**src/rtl/compare_stats_4bits.sv**
```systemverilog
// compare_stats_4bits: windowed gt/eq/lt/err statistics of comparator codes with an eq-run flag
module compare_stats_4bits #(
  parameter int WINDOW = 16,
  parameter int RUN_LEN = 4
) (
  input  logic       clk,
  input  logic       rst,
  input  logic       y_valid,
  output logic       y_ready,
  input  logic [2:0] y,
  input  logic       clr,
  output logic       rpt_valid,
  input  logic       rpt_ready,
  output logic [7:0] rpt_gt,
  output logic [7:0] rpt_eq,
  output logic [7:0] rpt_lt,
  output logic [7:0] rpt_err,
  output logic       eq_run
);
  typedef enum logic {COLLECT, REPORT} state_t;
  localparam logic [7:0] LAST = 8'(WINDOW - 1);
  localparam logic [7:0] RUN_MAX = 8'(RUN_LEN);
  state_t state_q, state_d;
  logic [7:0] gt_q, gt_d, eq_q, eq_d, lt_q, lt_d, err_q, err_d;
  logic [7:0] cnt_q, cnt_d, run_q, run_d;
  logic [7:0] rgt_q, rgt_d, req_q, req_d, rlt_q, rlt_d, rerr_q, rerr_d;
  logic       eq_run_q, eq_run_d;
  logic       is_gt, is_eq, is_lt, is_err;
  logic [7:0] gt_n, eq_n, lt_n, err_n;
  assign is_gt  = y == 3'b100;
  assign is_eq  = y == 3'b010;
  assign is_lt  = y == 3'b001;
  assign is_err = !(is_gt || is_eq || is_lt);
  assign gt_n  = gt_q + 8'(is_gt && gt_q != 8'hff);
  assign eq_n  = eq_q + 8'(is_eq && eq_q != 8'hff);
  assign lt_n  = lt_q + 8'(is_lt && lt_q != 8'hff);
  assign err_n = err_q + 8'(is_err && err_q != 8'hff);
  always_comb begin
    state_d = state_q;
    gt_d = gt_q;
    eq_d = eq_q;
    lt_d = lt_q;
    err_d = err_q;
    cnt_d = cnt_q;
    run_d = run_q;
    rgt_d = rgt_q;
    req_d = req_q;
    rlt_d = rlt_q;
    rerr_d = rerr_q;
    if (state_q == COLLECT) begin
      if (clr) begin
        {gt_d, eq_d, lt_d, err_d, cnt_d, run_d} = '0;
      end else if (y_valid) begin
        run_d = is_eq ? (run_q == RUN_MAX ? run_q : run_q + 8'd1) : 8'd0;
        // Final sample of the window goes straight into the report registers
        if (cnt_q == LAST) begin
          state_d = REPORT;
          {rgt_d, req_d, rlt_d, rerr_d} = {gt_n, eq_n, lt_n, err_n};
          {gt_d, eq_d, lt_d, err_d, cnt_d} = '0;
        end else begin
          {gt_d, eq_d, lt_d, err_d} = {gt_n, eq_n, lt_n, err_n};
          cnt_d = cnt_q + 8'd1;
        end
      end
    end else if (rpt_ready) begin
      state_d = COLLECT;
    end
    eq_run_d = run_d == RUN_MAX;
  end
  always_ff @(posedge clk) begin
    if (rst) begin
      state_q <= COLLECT;
      {gt_q, eq_q, lt_q, err_q, cnt_q, run_q} <= '0;
      {rgt_q, req_q, rlt_q, rerr_q} <= '0;
      eq_run_q <= 1'b0;
    end else begin
      state_q <= state_d;
      {gt_q, eq_q, lt_q, err_q, cnt_q, run_q} <= {gt_d, eq_d, lt_d, err_d, cnt_d, run_d};
      {rgt_q, req_q, rlt_q, rerr_q} <= {rgt_d, req_d, rlt_d, rerr_d};
      eq_run_q <= eq_run_d;
    end
  end
  assign y_ready   = state_q == COLLECT;
  assign rpt_valid = state_q == REPORT;
  assign rpt_gt    = rgt_q;
  assign rpt_eq    = req_q;
  assign rpt_lt    = rlt_q;
  assign rpt_err   = rerr_q;
  assign eq_run    = eq_run_q;
endmodule

```
**config.mk**
```make
export PLATFORM = sky130hd
export DESIGN_NAME = compare_stats_4bits
export DESIGN_NICKNAME = d
export VERILOG_FILES = /design/src/rtl/compare_stats_4bits.sv
export SDC_FILE = /design/constraint.sdc
export NUM_CORES = 1
export LEC_CHECK = 0
export BUFFER_PORTS_ARGS = -buffer_cell sky130_fd_sc_hd__clkbuf_2
export CAP_MARGIN = 25
export CORE_MARGIN = 2
export CORE_UTILIZATION = 54
export CTS_BUF_LIST = sky130_fd_sc_hd__clkbuf_4 sky130_fd_sc_hd__clkbuf_8 sky130_fd_sc_hd__clkbuf_16
export DETAILED_ROUTE_END_ITERATION = 7
export PLACE_DENSITY = 0.79
export SLEW_MARGIN = 20
export SYNTH_ARGS = -nofsm -noshare
export SYNTH_HDL_FRONTEND = slang
export SYNTH_SLANG_ARGS = --single-unit
```
**constraint.sdc**
```tcl
create_clock -name clk -period 3.1 [get_ports clk]
set_clock_uncertainty 0.1 [all_clocks]
set_input_delay 0.62 -clock clk [delete_from_list [all_inputs] [get_ports clk]]
set_output_delay 0.62 -clock clk [all_outputs]
set_load 0.05 [all_outputs]
```
## Yosys cells after proc, flatten, opt, wreduce, memory -nomap -nowiden

Index checks and enable logic that the tools add are counted.

- Flip-flop bits (word level): 82
- Input bits: 8
- Word-level logic and storage cells: 65

- $add $sub $neg: 6
- Equality and inequality tests: 10
- Muxes and demuxes: 25
- Bitwise logic cells: 2
- Reductions and logical operators: 10

Operator list:

| operator | number |
|---|---|
| $mux 8 | 20 |
| $add 8x1->8 | 4 |
| $ne 8x8->1 const B | 4 |
| $add 8x1->8 const B | 2 |
| $eq 8x3->1 const B | 2 |
| $eq 8x4->1 const B | 1 |
| $mux 1 | 5 |
| $logic_and 1x1->1 | 4 |
| $reduce_and 4->1 | 1 |
| $eq 3x1->1 const B | 1 |
| $eq 3x2->1 const B | 1 |
| $eq 3x3->1 const B | 1 |
| $logic_or 1x1->1 | 2 |
| $not 1->1 | 2 |
| $reduce_and 2->1 | 1 |
| $reduce_bool 2->1 | 1 |
| $logic_not 1->1 | 1 |

## Logic depth before layout (Yosys ltp)

- Depth in word-level cells: 9
- Depth in mapped cells: 10
- Depth with buffers taken out: 9

## Least setup slack after synthesis

OpenSTA, ideal clock, no wires.

- Path kind: input to register
- From: in y[0]
- To: reg eq_q[4]
- Library setup time: 0.128 ns
- Arrival time: 2.120 ns
- Data required time: 2.872 ns
- Path slack: 0.753 ns
- Stages: 9
- Cell sequence: or3b_1 buf_2 nor2_1 ha_1 ha_1 nand3_1 xor2_1 a2bb2oi_1 nor2_1

- Word-level cells in the longest chain between the ends: 6

RTL lines:

| item | line | RTL |
|---|---|---|
| from (decl) | 10 | `input logic [2:0] y,` |
| $eq 3x2->1 | 31 | `assign is_eq = y == 3'b010;` |
| $logic_and 1x1->1 | 35 | `assign eq_n = eq_q + 8'(is_eq && eq_q != 8'hff);` |
| $add 8x1->8 | 35 |  |
| $mux 8 | 56 | `if (cnt_q == LAST) begin` |
| $mux 8 | 53 | `end else if (y_valid) begin` |
| $mux 8 | 51 | `if (clr) begin` |
| to (signal assigned) | 78 | `{gt_q, eq_q, lt_q, err_q, cnt_q, run_q} <= {gt_d, eq_d, lt_d, err_d, cnt_d, run_d};` |
| to (decl) | 24 | `logic [7:0] gt_q, gt_d, eq_q, eq_d, lt_q, lt_d, err_q, err_d;` |

No other way between the ends. The select of a mux whose other input is x is not followed.
A chain may end at the register's enable or synchronous reset.

## Worst setup path after layout

- From: in y[0]
- To: reg eq_q[6]

Same word-level chain as after synthesis.

==> results.md <==
* Postcts setup bufs at 0
* Static Leak at 1.60 nW
* CP Class: in2reg
* Worst setup EP type: register
* Post-synth ARST share at 0%
* Synth cell types at 48
* Largest net degree at the start of global routing at 45
* Final wirelength at 8.46 mm
* Clock transition at the registers of the reported paths at 80 ps
* Max Slew Vio Count at 0
* DR vias at 3378
* Layout net count at 513
* Root buffer cell: clkbuf_8
* Top area cells in the synthesized netlist: dfxtp_1, nor2_1, a211oi_2
* Cell Area, Synth at 3960 sq um
* Final hold violations at 0
* Dpl hpwl at 5.82 mm
* Diode count at 0
* Worst IR Drop VDD at 0.276 mV
* Clock Path Buffers at 2
* Critical path cell sequence: clkbuf_2 > or3b_1 > nor2_1 > ha_1 > ha_1 > nand3_1 > xor2_1 > o21ai_0 > nor2b_1
* CTS tree: built
* Die Footprint at 8040 sq um
* Avg WL per Cell at 14.1 um
* Starting Density at 55.2%
* CTS buffer count at 9
* Slowest-stage cell, CP: or3b_1
* Rows at 31
* Max cap viols at 0
* RSZ-0062 raised after global routing: no
* DRC at 0
* CP top delay family: simple AND/OR/NAND/NOR gates
* Buf+Inv Stages, Crit Path at 1
* Most common cell after layout, fill and taps aside: dfxtp_1
* Worst flop-to-flop path startpoint: gt_q[2]$_SDFFE_PP0P_
* Hold Path End: rpt_eq[1]$_SDFFE_PP0P_
* Register area share after synthesis at 41.4%
* Input/output buffers at 42
* Final Non-Filler Cells at 598
* Mapped Nets at 479
* Number of synthesized flops with an enable pin at 0
* Layout cells sized above 1 at 18.8%
* Post-DP Area at 4230 sq um
* IO Pins at 43
* Cell count after synthesis at 460
* Crit Path Max Fanout at 7
* Power per cell area at 431 nW/um^2
* GRT Total Usage at 21.7%
* Total grt overflow at 0
* Required @ worst endpoint at 3230 ps
* Hold WC Path Type: reg2reg
* R2R setup slack at 890 ps
* Core Box Area at 7180 sq um
* Main flop type after synthesis: dfxtp_1
* Worst hold slack at 359 ps
* Critical Path Stages at 9
* Final instance area at 4430 sq um
* Avg Inst Size Synth at 8.61 sq um
* CTS H-tree depth at 3
* Commonest non-fill, non-tap cells in the layout: dfxtp_1, nor2_1, nand2_1
* GP Congestion at 0.842
* Synth area leader: dfxtp_1
* Worst Setup SP: y[0]
* Chip height at 89.7 um
* Vias in the first global route at 2983
* Setup violators final at 0
* Number of clock sinks at 82
* Yosys warnings at 0
* Min-Delay Path Depth at 2
* Crit path DAT at 2410 ps
* Synthesis-to-layout area growth at 11.8%
* Placed cell count at 582
* First-pass DRT Iterations at 4
* Synth Register Bits at 82
* CTS resizes at 0
* Crit path largest cell delay at 520 ps
* HP Start: rpt_eq[1]$_SDFFE_PP0P_
* DIE WIDTH at 89.7 um
* Vias per cell at 5.65
* Final setup TNS at 0 ps
* Tcrit/Tclk final at 73.5%
* Status: finished clean
* Starting DRT DRC Count at 219
* Crit start category: input pin
* Initial antenna violation count at 0
* Cts hold-fix bufs at 0
* Clk_lat worst skew at 340 ps
* ANT nets after route at 0
* Slew headroom at 52.1%
* Fin crit period at 2280 ps
* Crit-path most repeated cell: ha_1
* Post-synth top area share at 41.4%
* Tightest Pin Transition at 719 ps
* Fill count at 627
* FMAX at 439 MHz
* Worst R2R End: gt_q[4]$_SDFFE_PP0P_
* First-pass GRT wire length at 13.7 mm
* Worst Reg2Reg Path Length in Cells at 9
[cell usage after synthesis (12+ instances only)]
cell and instances:
dfxtp_1 82, nor2_1 76, nand2_1 48, a21oi_1 23, nand3_1 20, o21ai_0 20
a211oi_2 18, xnor2_1 18, a22oi_1 16, clkbuf_1 15, xor2_1 13, nor2b_1 12
[worst max-delay path by stage]
stage,end,slack (ps)
floorplan,eq_q[4]$_SDFFE_PP0P_,750
global placement,eq_q[4]$_SDFFE_PP0P_,530
detailed placement,eq_q[4]$_SDFFE_PP0P_,470
CTS,eq_q[4]$_SDFFE_PP0P_,840
global route,gt_q[4]$_SDFFE_PP0P_,630
finish,eq_q[6]$_SDFFE_PP0P_,820
[worst min-delay path: cells and delay by family, from the launching register on]
family / cells / cell delay (ps)
AO/OA/AOI/OAI: 1 / 50
flip-flops: 1 / 310
AND/OR/NAND/NOR: 1 / 50
[per-layer routing]
layer	vias to the layer above	wire length, um	global-route usage (%)
li1	1684	-	-
met1	1611	3780	27.7
met2	78	4270	37.0
met3	5	361	5.76
met4	0	55	4.48
met5	-	0	0
[flip-flops by register name, indices dropped and copies added, names as in the netlist]
signal     cells
run_q          8
rpt_err        8
rpt_gt         8
rpt_eq         8
lt_q           8
rpt_lt         8
err_q          8
gt_q           8
rpt_valid      1
cnt_q          8
eq_run         1
eq_q           8
[cells by family (layout without fill, tap and decap cells)]
logic type / count (synthesis) / after routing / share of synthesized area (%)
compound gates: 102 / 102 / 19.5
fa+ha+maj: 11 / 11 / 3.47
simple gates: 202 / 202 / 24.8
xor+xnor: 31 / 31 / 6.85
flops: 82 / 82 / 41.4
buf+inv: 32 / 71 / 4.01
[layout make-up]
type	instances	area [sq um]	area share (%)
Clock buffer	11	145	3.27
Clock inverter	5	53.8	1.21
Inverter	5	18.8	0.423
Multi-Input combinational cell	346	2170	48.9
Sequential cell	82	1640	37.0
Tap cell	99	124	2.80
Timing Repair Buffer	50	283	6.38
[power breakdown]
| part | internal [W] | leakage [nW] | switching (W) |
|---|---|---|---|
| logic | 0.0000283 | 0.829 | 0.0000592 |
| registers | 0.00105 | 0.661 | 0.00000296 |
| clock network | 0.000401 | 0.106 | 0.000366 |
[metrics by stage]
stage / setup slack [ps] / power (W) / util [%]
2_1_floorplan: 753 / 0.00114 / -
3_3_place_gp: 533 / 0.00117 / 59.0
3_5_place_dp: 470 / 0.00117 / 59.0
4_1_cts: 845 / 0.00193 / 61.8
5_1_grt: 633 / 0.00198 / 61.8
6_report: 820 / 0.00191 / 61.8
Note: power is estimated with default switching activity, not from simulation.
